$ cat config.mk
export PLATFORM = sky130hd
export DESIGN_NAME = axis_word_packer_flat
export DESIGN_NICKNAME = d
export VERILOG_FILES = /design/src/rtl/axis_pkg.sv /design/src/rtl/axis_word_packer_if.sv /design/src/rtl/axis_out_reg.sv /design/src/rtl/axis_word_packer.sv /design/src/flat_wrapper.sv
export SDC_FILE = /design/constraint.sdc
export NUM_CORES = 1
export LEC_CHECK = 0
export ABC_AREA = 1
export CAP_MARGIN = 20
export CORE_ASPECT_RATIO = 2
export CORE_MARGIN = 2
export CORE_UTILIZATION = 30
export CTS_CLUSTER_DIAMETER = 30
export DETAILED_ROUTE_END_ITERATION = 10
export PLACE_DENSITY = 0.58
export SYNTH_ARGS = -nofsm -noshare
export SYNTH_HDL_FRONTEND = slang
export SYNTH_SLANG_ARGS = --single-unit
$ cat constraint.sdc
create_clock -name clk -period 4.4 [get_ports clk]
set_clock_uncertainty 0.2 [all_clocks]
set_input_delay 1.32 -clock clk [delete_from_list [all_inputs] [get_ports clk]]
set_output_delay 1.32 -clock clk [all_outputs]
set_load 0.02 [all_outputs]
$ cat src/rtl/axis_pkg.sv
// Shared defaults for the AXI-Stream word packer: word/bus widths and lane-index width.
package axis_pkg;

  localparam int WORD_W_DEF = 8;
  localparam int BUS_W_DEF  = 32;
  localparam int WPB_DEF    = BUS_W_DEF / WORD_W_DEF;
  localparam int IDX_W_DEF  = $clog2(WPB_DEF);

endpackage

$ cat src/rtl/axis_word_packer_if.sv
// Word-in / beat-out stream bundle. The packer uses the slave view; the
// environment (upstream source plus downstream sink) uses the master view.
interface axis_word_packer_if
  import axis_pkg::*;
#(
  parameter int WORD_W         = WORD_W_DEF,
  parameter int WORDS_PER_BEAT = WPB_DEF
);

  logic                                  s_valid;
  logic                                  s_ready;
  logic signed [WORD_W-1:0]              s_data;
  logic                                  s_last;
  logic                                  m_valid;
  logic                                  m_ready;
  logic [WORDS_PER_BEAT-1:0][WORD_W-1:0] m_data;
  logic [WORDS_PER_BEAT-1:0]             m_keep;
  logic                                  m_last;

  modport slave (
    input  s_valid, s_data, s_last, m_ready,
    output s_ready, m_valid, m_data, m_keep, m_last
  );

  modport master (
    output s_valid, s_data, s_last, m_ready,
    input  s_ready, m_valid, m_data, m_keep, m_last
  );

endinterface

$ cat src/rtl/axis_out_reg.sv
// Output beat register: loads a full beat on i_load, holds it until the consumer
// takes it, then drops valid unless a new beat is loaded at the same edge.
module axis_out_reg
  import axis_pkg::*;
#(
  parameter int WORD_W = WORD_W_DEF,
  parameter int LANES  = WPB_DEF
) (
  input  logic                         i_clk,
  input  logic                         i_rst,
  input  logic                         i_load,
  input  logic                         i_ready,
  input  logic [LANES-1:0][WORD_W-1:0] i_data,
  input  logic [LANES-1:0]             i_keep,
  input  logic                         i_last,
  output logic                         o_valid,
  output logic [LANES-1:0][WORD_W-1:0] o_data,
  output logic [LANES-1:0]             o_keep,
  output logic                         o_last
);

  logic                         r_valid;
  logic [LANES-1:0][WORD_W-1:0] r_data;
  logic [LANES-1:0]             r_keep;
  logic                         r_last;

  // Caller only asserts i_load when the slot is free, so load wins over drain.
  always_ff @(posedge i_clk or posedge i_rst) begin
    if (i_rst) begin
      r_valid <= 1'b0;
      r_data  <= '0;
      r_keep  <= '0;
      r_last  <= 1'b0;
    end else if (i_load) begin
      r_valid <= 1'b1;
      r_data  <= i_data;
      r_keep  <= i_keep;
      r_last  <= i_last;
    end else if (i_ready) begin
      r_valid <= 1'b0;
    end
  end

  assign o_valid = r_valid;
  assign o_data  = r_data;
  assign o_keep  = r_keep;
  assign o_last  = r_last;

endmodule

$ cat src/rtl/axis_word_packer.sv
// Packs a stream of WORD_W words into WORDS_PER_BEAT-lane beats, lane 0 first;
// a packet end flushes a partial beat with a contiguous keep mask.
module axis_word_packer
  import axis_pkg::*;
#(
  parameter int WORD_W         = WORD_W_DEF,
  parameter int BUS_W          = BUS_W_DEF,
  parameter int WORDS_PER_BEAT = BUS_W / WORD_W
) (
  input  logic               clk,
  input  logic               rst,
  axis_word_packer_if.slave  bus
);

  localparam int               IDX_W    = $clog2(WORDS_PER_BEAT);
  localparam logic [IDX_W-1:0] LAST_IDX = IDX_W'(WORDS_PER_BEAT - 1);

  logic [WORDS_PER_BEAT-1:0][WORD_W-1:0] r_buf;
  logic [WORDS_PER_BEAT-1:0]             r_keep;
  logic                                  r_last;
  logic [IDX_W-1:0]                      r_idx;
  logic                                  r_pending;

  logic                                  w_accept;
  logic                                  w_complete;
  logic                                  w_slot_free;
  logic                                  w_load;
  logic [WORDS_PER_BEAT-1:0][WORD_W-1:0] w_fill_data;
  logic [WORDS_PER_BEAT-1:0]             w_fill_keep;
  logic [WORDS_PER_BEAT-1:0][WORD_W-1:0] w_load_data;
  logic [WORDS_PER_BEAT-1:0]             w_load_keep;
  logic                                  w_load_last;

  assign bus.s_ready = !r_pending;
  assign w_accept    = bus.s_valid && !r_pending;
  assign w_slot_free = !bus.m_valid || bus.m_ready;
  assign w_complete  = w_accept && ((r_idx == LAST_IDX) || bus.s_last);
  assign w_load      = w_slot_free && (r_pending || w_complete);

  // Fill buffer as it would look with the incoming word dropped into lane r_idx.
  generate
    for (genvar gi = 0; gi < WORDS_PER_BEAT; gi++) begin : g_lane
      assign w_fill_data[gi] = (w_accept && (r_idx == IDX_W'(gi))) ? bus.s_data : r_buf[gi];
      assign w_fill_keep[gi] = r_keep[gi] || (w_accept && (r_idx == IDX_W'(gi)));
    end
  endgenerate

  assign w_load_data = r_pending ? r_buf  : w_fill_data;
  assign w_load_keep = r_pending ? r_keep : w_fill_keep;
  assign w_load_last = r_pending ? r_last : bus.s_last;

  always_ff @(posedge clk or posedge rst) begin
    if (rst) begin
      r_buf     <= '0;
      r_keep    <= '0;
      r_last    <= 1'b0;
      r_idx     <= '0;
      r_pending <= 1'b0;
    end else if (r_pending) begin
      if (w_slot_free) begin
        r_buf     <= '0;
        r_keep    <= '0;
        r_last    <= 1'b0;
        r_idx     <= '0;
        r_pending <= 1'b0;
      end
    end else if (w_accept) begin
      if (w_complete && w_slot_free) begin
        r_buf  <= '0;
        r_keep <= '0;
        r_last <= 1'b0;
        r_idx  <= '0;
      end else if (w_complete) begin
        r_buf     <= w_fill_data;
        r_keep    <= w_fill_keep;
        r_last    <= bus.s_last;
        r_pending <= 1'b1;
      end else begin
        r_buf  <= w_fill_data;
        r_keep <= w_fill_keep;
        r_idx  <= r_idx + IDX_W'(1);
      end
    end
  end

  axis_out_reg #(
    .WORD_W (WORD_W),
    .LANES  (WORDS_PER_BEAT)
  ) u_out_reg (
    .i_clk   (clk),
    .i_rst   (rst),
    .i_load  (w_load),
    .i_ready (bus.m_ready),
    .i_data  (w_load_data),
    .i_keep  (w_load_keep),
    .i_last  (w_load_last),
    .o_valid (bus.m_valid),
    .o_data  (bus.m_data),
    .o_keep  (bus.m_keep),
    .o_last  (bus.m_last)
  );

endmodule

$ cat src/flat_wrapper.sv
// flat-port wrapper written by rule: the top's interface ports become plain ports
module axis_word_packer_flat import axis_pkg::*;
#(
  parameter int WORD_W         = WORD_W_DEF,
  parameter int BUS_W          = BUS_W_DEF,
  parameter int WORDS_PER_BEAT = BUS_W / WORD_W
)
  (clk, rst, bus_s_valid, bus_s_data, bus_s_last, bus_m_ready, bus_s_ready, bus_m_valid, bus_m_data, bus_m_keep, bus_m_last);
  axis_word_packer_if #(.WORD_W(WORD_W), .WORDS_PER_BEAT(WORDS_PER_BEAT)) bus_i ();
  input  logic clk;
  input  logic rst;
  input wire logic [$bits(bus_i.s_valid)-1:0] bus_s_valid;
  input wire logic [$bits(bus_i.s_data)-1:0] bus_s_data;
  input wire logic [$bits(bus_i.s_last)-1:0] bus_s_last;
  input wire logic [$bits(bus_i.m_ready)-1:0] bus_m_ready;
  output wire logic [$bits(bus_i.s_ready)-1:0] bus_s_ready;
  output wire logic [$bits(bus_i.m_valid)-1:0] bus_m_valid;
  output wire logic [$bits(bus_i.m_data)-1:0] bus_m_data;
  output wire logic [$bits(bus_i.m_keep)-1:0] bus_m_keep;
  output wire logic [$bits(bus_i.m_last)-1:0] bus_m_last;
  assign bus_i.s_valid = bus_s_valid;
  assign bus_i.s_data = bus_s_data;
  assign bus_i.s_last = bus_s_last;
  assign bus_i.m_ready = bus_m_ready;
  assign bus_s_ready = bus_i.s_ready;
  assign bus_m_valid = bus_i.m_valid;
  assign bus_m_data = bus_i.m_data;
  assign bus_m_keep = bus_i.m_keep;
  assign bus_m_last = bus_i.m_last;
  axis_word_packer #(.WORD_W(WORD_W), .BUS_W(BUS_W), .WORDS_PER_BEAT(WORDS_PER_BEAT)) u_core (.clk(clk), .rst(rst), .bus(bus_i));
endmodule
* Word-level counts from Yosys, hierarchy flattened
Index checks and enable logic that the tools add are counted.
** Storage, ports and cells
- Output and inout port bits :: 39
- Register bits :: 78
- Logic and storage cells :: 77
** Operators by class
- Multiplexer cells :: 32
- Add/sub/neg operators :: 1
- Reduce and logical (&&, ||, !) cells :: 24
- Eq/ne operators :: 5
** Operator list (number)
- two-way mux 32 bit :: 5
- two-way mux 8 bit :: 4
- two-way mux 4 bit :: 5
- two-way mux 1 bit :: 13
- two-way mux 2 bit :: 5
- logical AND 1 bit :: 8
- logical OR 1 bit :: 7
- AND reduction 3 bit :: 2
- equality test 2 bit (second input constant) :: 2
- nonzero test 2 bit :: 2
- inequality test 3 x 2 -> 1 bit (second input constant) :: 1
- nonzero test 3 bit :: 1
- adder 2 x 1 -> 2 bit (second input constant) :: 1
- equality test 2 x 1 -> 1 bit (second input constant) :: 1
- zero test 1 bit :: 2
- zero test 2 bit :: 1
- inequality test 2 bit (second input constant) :: 1
- AND reduction 2 bit :: 1

* Logic depth before layout (Yosys ltp)
- Depth after elaboration :: 7
- Mapped depth :: 9

* Cells and area by module
From an unflattened synthesis, not the netlist that was laid out.
** Unflattened totals
- Cells, all modules :: 582
- Area total of the unflattened synthesis :: 4111.4 um2
** Modules (own cells, without submodules)
- axis_word_packer :: times used 1, sequential area each 1001.0 um2, area an instance 2633.8 um2, cells an instance 420
- axis_out_reg :: times used 1, sequential area each 950.9 um2, area an instance 1477.7 um2, cells an instance 162

* Worst setup path before layout
Ideal clock, no wire load.
- Path kind :: reg-to-output
- Start :: register u_core.r_pending
- End :: output bus_s_ready
- Required time :: 2.880 ns
- Stages on the path, launching flop included :: 5
- Path slack :: 1.928 ns
- Data arrival time :: 0.952 ns
- Cell sequence :: dfrtp_1 buf_6 inv_2 buf_6 buf_2
** Between the ends
- Cells in the longest elaborated chain, start to end :: 1
** RTL lines
- start, declared :: RTL line axis_word_packer.sv:22 : logic r_pending;
- start signal, assigned :: RTL line axis_word_packer.sv:58 : r_pending <= 1'b0;
- start signal, assigned :: RTL line axis_word_packer.sv:65 : r_pending <= 1'b0;
- start signal, assigned :: RTL line axis_word_packer.sv:77 : r_pending <= 1'b1;
- zero test 1 bit :: RTL line axis_word_packer.sv:34 : assign bus.s_ready = !r_pending;
- end, declared :: RTL line flat_wrapper.sv:16 : output wire logic [$bits(bus_i.s_ready)-1:0] bus_s_ready;
Every way passes these cells.

* Worst setup path after layout
- Start :: input bus_s_valid
- End :: register u_core.r_keep[3]
** Between the ends
- Cells in the longest elaborated chain, start to end :: 6
** RTL lines
- start, declared :: RTL line flat_wrapper.sv:12 : input wire logic [$bits(bus_i.s_valid)-1:0] bus_s_valid;
- logical AND 1 bit (*) :: RTL line axis_word_packer.sv:35 : assign w_accept = bus.s_valid && !r_pending;
- logical AND 1 bit, on equally long branches :: RTL line axis_word_packer.sv:44, axis_word_packer.sv:37
- logical OR 1 bit or logical AND 1 bit (tied branches) :: RTL line axis_word_packer.sv:44, axis_word_packer.sv:68
- two-way mux 4 bit :: RTL line axis_word_packer.sv:68 : if (w_complete && w_slot_free) begin
- two-way mux 4 bit :: RTL line axis_word_packer.sv:67 : end else if (w_accept) begin
- two-way mux 4 bit :: RTL line axis_word_packer.sv:59 : end else if (r_pending) begin
- end signal, assigned :: RTL line axis_word_packer.sv:75 : r_keep <= w_fill_keep;
- end signal, assigned :: RTL line axis_word_packer.sv:80 : r_keep <= w_fill_keep;
- end, declared :: RTL line axis_word_packer.sv:19 : logic [WORDS_PER_BEAT-1:0] r_keep;
Mark *: on every way between the ends. The rest lies on a longest branch, timed or not. The select of a mux whose other input is x is not followed.
A chain may end at the register's enable or synchronous reset.

==> metrics.txt <==
Skew-Pair Late Insertion Delay=340 ps; Pins Over Slew Limit=0; worst r2r dst=u_core.r_buf[12]; First DRT Iteration DRCs=170; Max VDD drop=roughly 0.26 mV; Worst Hold Class=flop to flop; Synth Instances=between 500 and 600; WL final=approximately 10 mm; yosys warns=0; # setup viols final=0; post-route minimum period=between 3000 and 4000 ps; Avg Inst Size Synth=approximately 7.3 µm²; Sink Count=78; sequential share of the synthesized area=around half; Placement Setup Slack=just under 800 ps; Max stage delay on crit path=~720 ps; Slowest-stage cell, CP=clkdlybuf4s50_1; area delta synth->final=21.77%; WL/cell=14.00 µm; hold path endpoint=u_core.r_last; Distinct cells, synth=20; Num CTS Buffers=9; global-route wire length before repair=17.42 mm; fin cells=748; fmax=~0.31 GHz; total gr overflow=0; count of final hold-check violations=0; clock tree buffer depth=2; pin count of the biggest net entering global routing=47; final RePlAce weighted congestion=between 0.7 and 0.8; worst r2r src=u_core.r_pending; Final TNS setup=0 ps; postcts setup bufs=0; number of global-route vias before repair=roughly 3400; Syn Nets=about 570; status=completed; DIE WIDTH=~86 µm; Power Total=3.212 mW; Critical path buffers and inverters=3; Critical Path Fanout Max=32; IO Port Bufs=slightly above 50; CP endpoint kind=flop; RSZ-0062 raised after global routing=false; R2R Setup Slk=roughly 2000 ps; CTS Hold Bufs=0; Post-DP HPWL=6.865 mm; period utilization=74.31%; crit start category=input pin; router iterations before antenna repair=5; core area=around 13000 µm²; antenna viol nets, final=0; leak pwr=about 2.8 nW; clk slew on worst S/H paths=about 60 ps; Filler Cell Count=~1400; Post-Syn Area=slightly above 4000 µm²; vias per cell=approximately 4.7; hold path startpoint=u_core.r_last; Critical Path RT=about 4400 ps; number of synthesized register bits=between 70 and 80; total track usage=between 15 and 20%; critical setup path kind=input pin to flop; CP top delay family=buffers and inverters; Worst EP arrival=around 3300 ps; hold_ws=276.3 ps; Multi-input gate area=1836 µm²; proportion of layout cells with a drive suffix above 1=under 10%; Via Count=3544; FF+latch area=slightly below 2000 µm²; Die Ht=between 150 and 200 µm; htree depth=3; CTS tree=done; antenna violations before repair=0; PD cells=around 650 nW/µm²; DRC violations left=0; # IOs=52; worst-margin pin slew=approximately 570 ps; Nets=slightly above 600; num rows=60; Root Driver=clkbuf_16; post_cts resized=0; max_cap viols=0; hold path depth=2; Ant. Diodes=0; crit path cell chain=clkdlybuf4s50_1, inv_2, nor2_8, nand3_4, buf_4, nand2_1, a21boi_0; Reg2Reg Depth=8; Final WS setup=between 1000 and 1500 ps; Initial Utilization=a little under a third; Relative slew margins=about three fifths; die area=around 14000 µm²; placed cells=approximately 730
==> final cells by class <==
type,instances,share of cell area [%]
tap,155,3.936
clock inverter,3,0.8634
clock buffer,13,5.282
multi-input combinational,423,37.25
sequential,78,39.61
timing repair buffer,58,11.68
inverter,18,1.371
==> how the worst max path moves through the flow <==
stage	startpoint	to	slack, ps	cells past startpoint
after floorplan	rst	u_core.r_buf[0]	880	1
after global placement	bus_s_valid	u_core.u_out_reg.o_data[20]	830	7
after detailed placement	bus_s_valid	u_core.u_out_reg.o_data[22]	770	7
after CTS	bus_s_valid	u_core.r_buf[12]	1100	8
after global routing	bus_s_valid	u_core.r_buf[12]	910	8
final	bus_s_valid	u_core.r_keep[3]	1130	7
==> logic make-up after synthesis <==
logic type	Yosys count	share of synthesized area (%)
compound gates	7	1.113
fa+ha+maj	4	1.237
buf+inv	50	6.401
flops	78	48.24
simple gates	412	43.01
==> Yosys cell counts, drive strengths merged <==
library cell  count  area [µm²]
a21boi            4       30.03
a21oi             1       5.000
buf              29       180.2
clkbuf            3       11.26
dfrtp            78        1952
ha                4       50.05
inv              18       67.56
nand2           306        1159
nand3           100       540.5
nand4             1       6.260
nor2              5       35.03
o21ai             2       10.01
==> metrics by stage <==
stage                     area, µm²  utilization [%]
after floorplan                4046                -
after CTS                      4927            37.08
after global placement         4624            34.80
final                          4927            37.08
after global routing           4927            37.08
after detailed placement       4624            34.80
==> flip-flops by register name, indices dropped and copies added (netlist names) <==
register                  flops
u_core.r_buf                 32
u_core.u_out_reg.o_data      32
u_core.r_keep                 4
u_core.u_out_reg.o_keep       4
u_core.r_idx                  2
u_core.r_last                 1
u_core.r_pending              1
u_core.u_out_reg.o_last       1
u_core.u_out_reg.o_valid      1
==> metal layers <==
metal  wire length [µm]  vias to the layer above  global-route usage, %
met5                  0                        -                      0
met4                201                        0                  6.142
met3                459                       16                  2.451
met2               4799                      108                  23.42
met1               5014                     1611                  21.25
li1                   -                     1809                      -
==> cell usage in the layout (no fill, tap or decap), types with 3 or more instances in the layout <==
master and instances:
a21boi_0 4, buf_4 6, clkbuf_16 9, clkdlybuf4s50_1 51, dfrtp_1 78, ha_1 4, inv_1 14, inv_2 4
nand2_1 304, nand3_1 95, nand3_2 3, nor2_1 4
==> where the power goes <==
part / switching (mW) / internal (mW) / leakage [nW]
registers: 0.173 / 0.976 / 1.05
clock network: 0.293 / 0.470 / 0.146
logic: 0.770 / 0.531 / 1.56
total: 1.24 / 1.98 / 2.75
==> worst reg2reg max path, delay by kind of cell (launching register included) <==
kind                   cells  cell delay [ps]
and+or+nand+nor            5              620
DFF                        1              520
buffers and inverters      3              970
(Power assumes the default switching activity.)
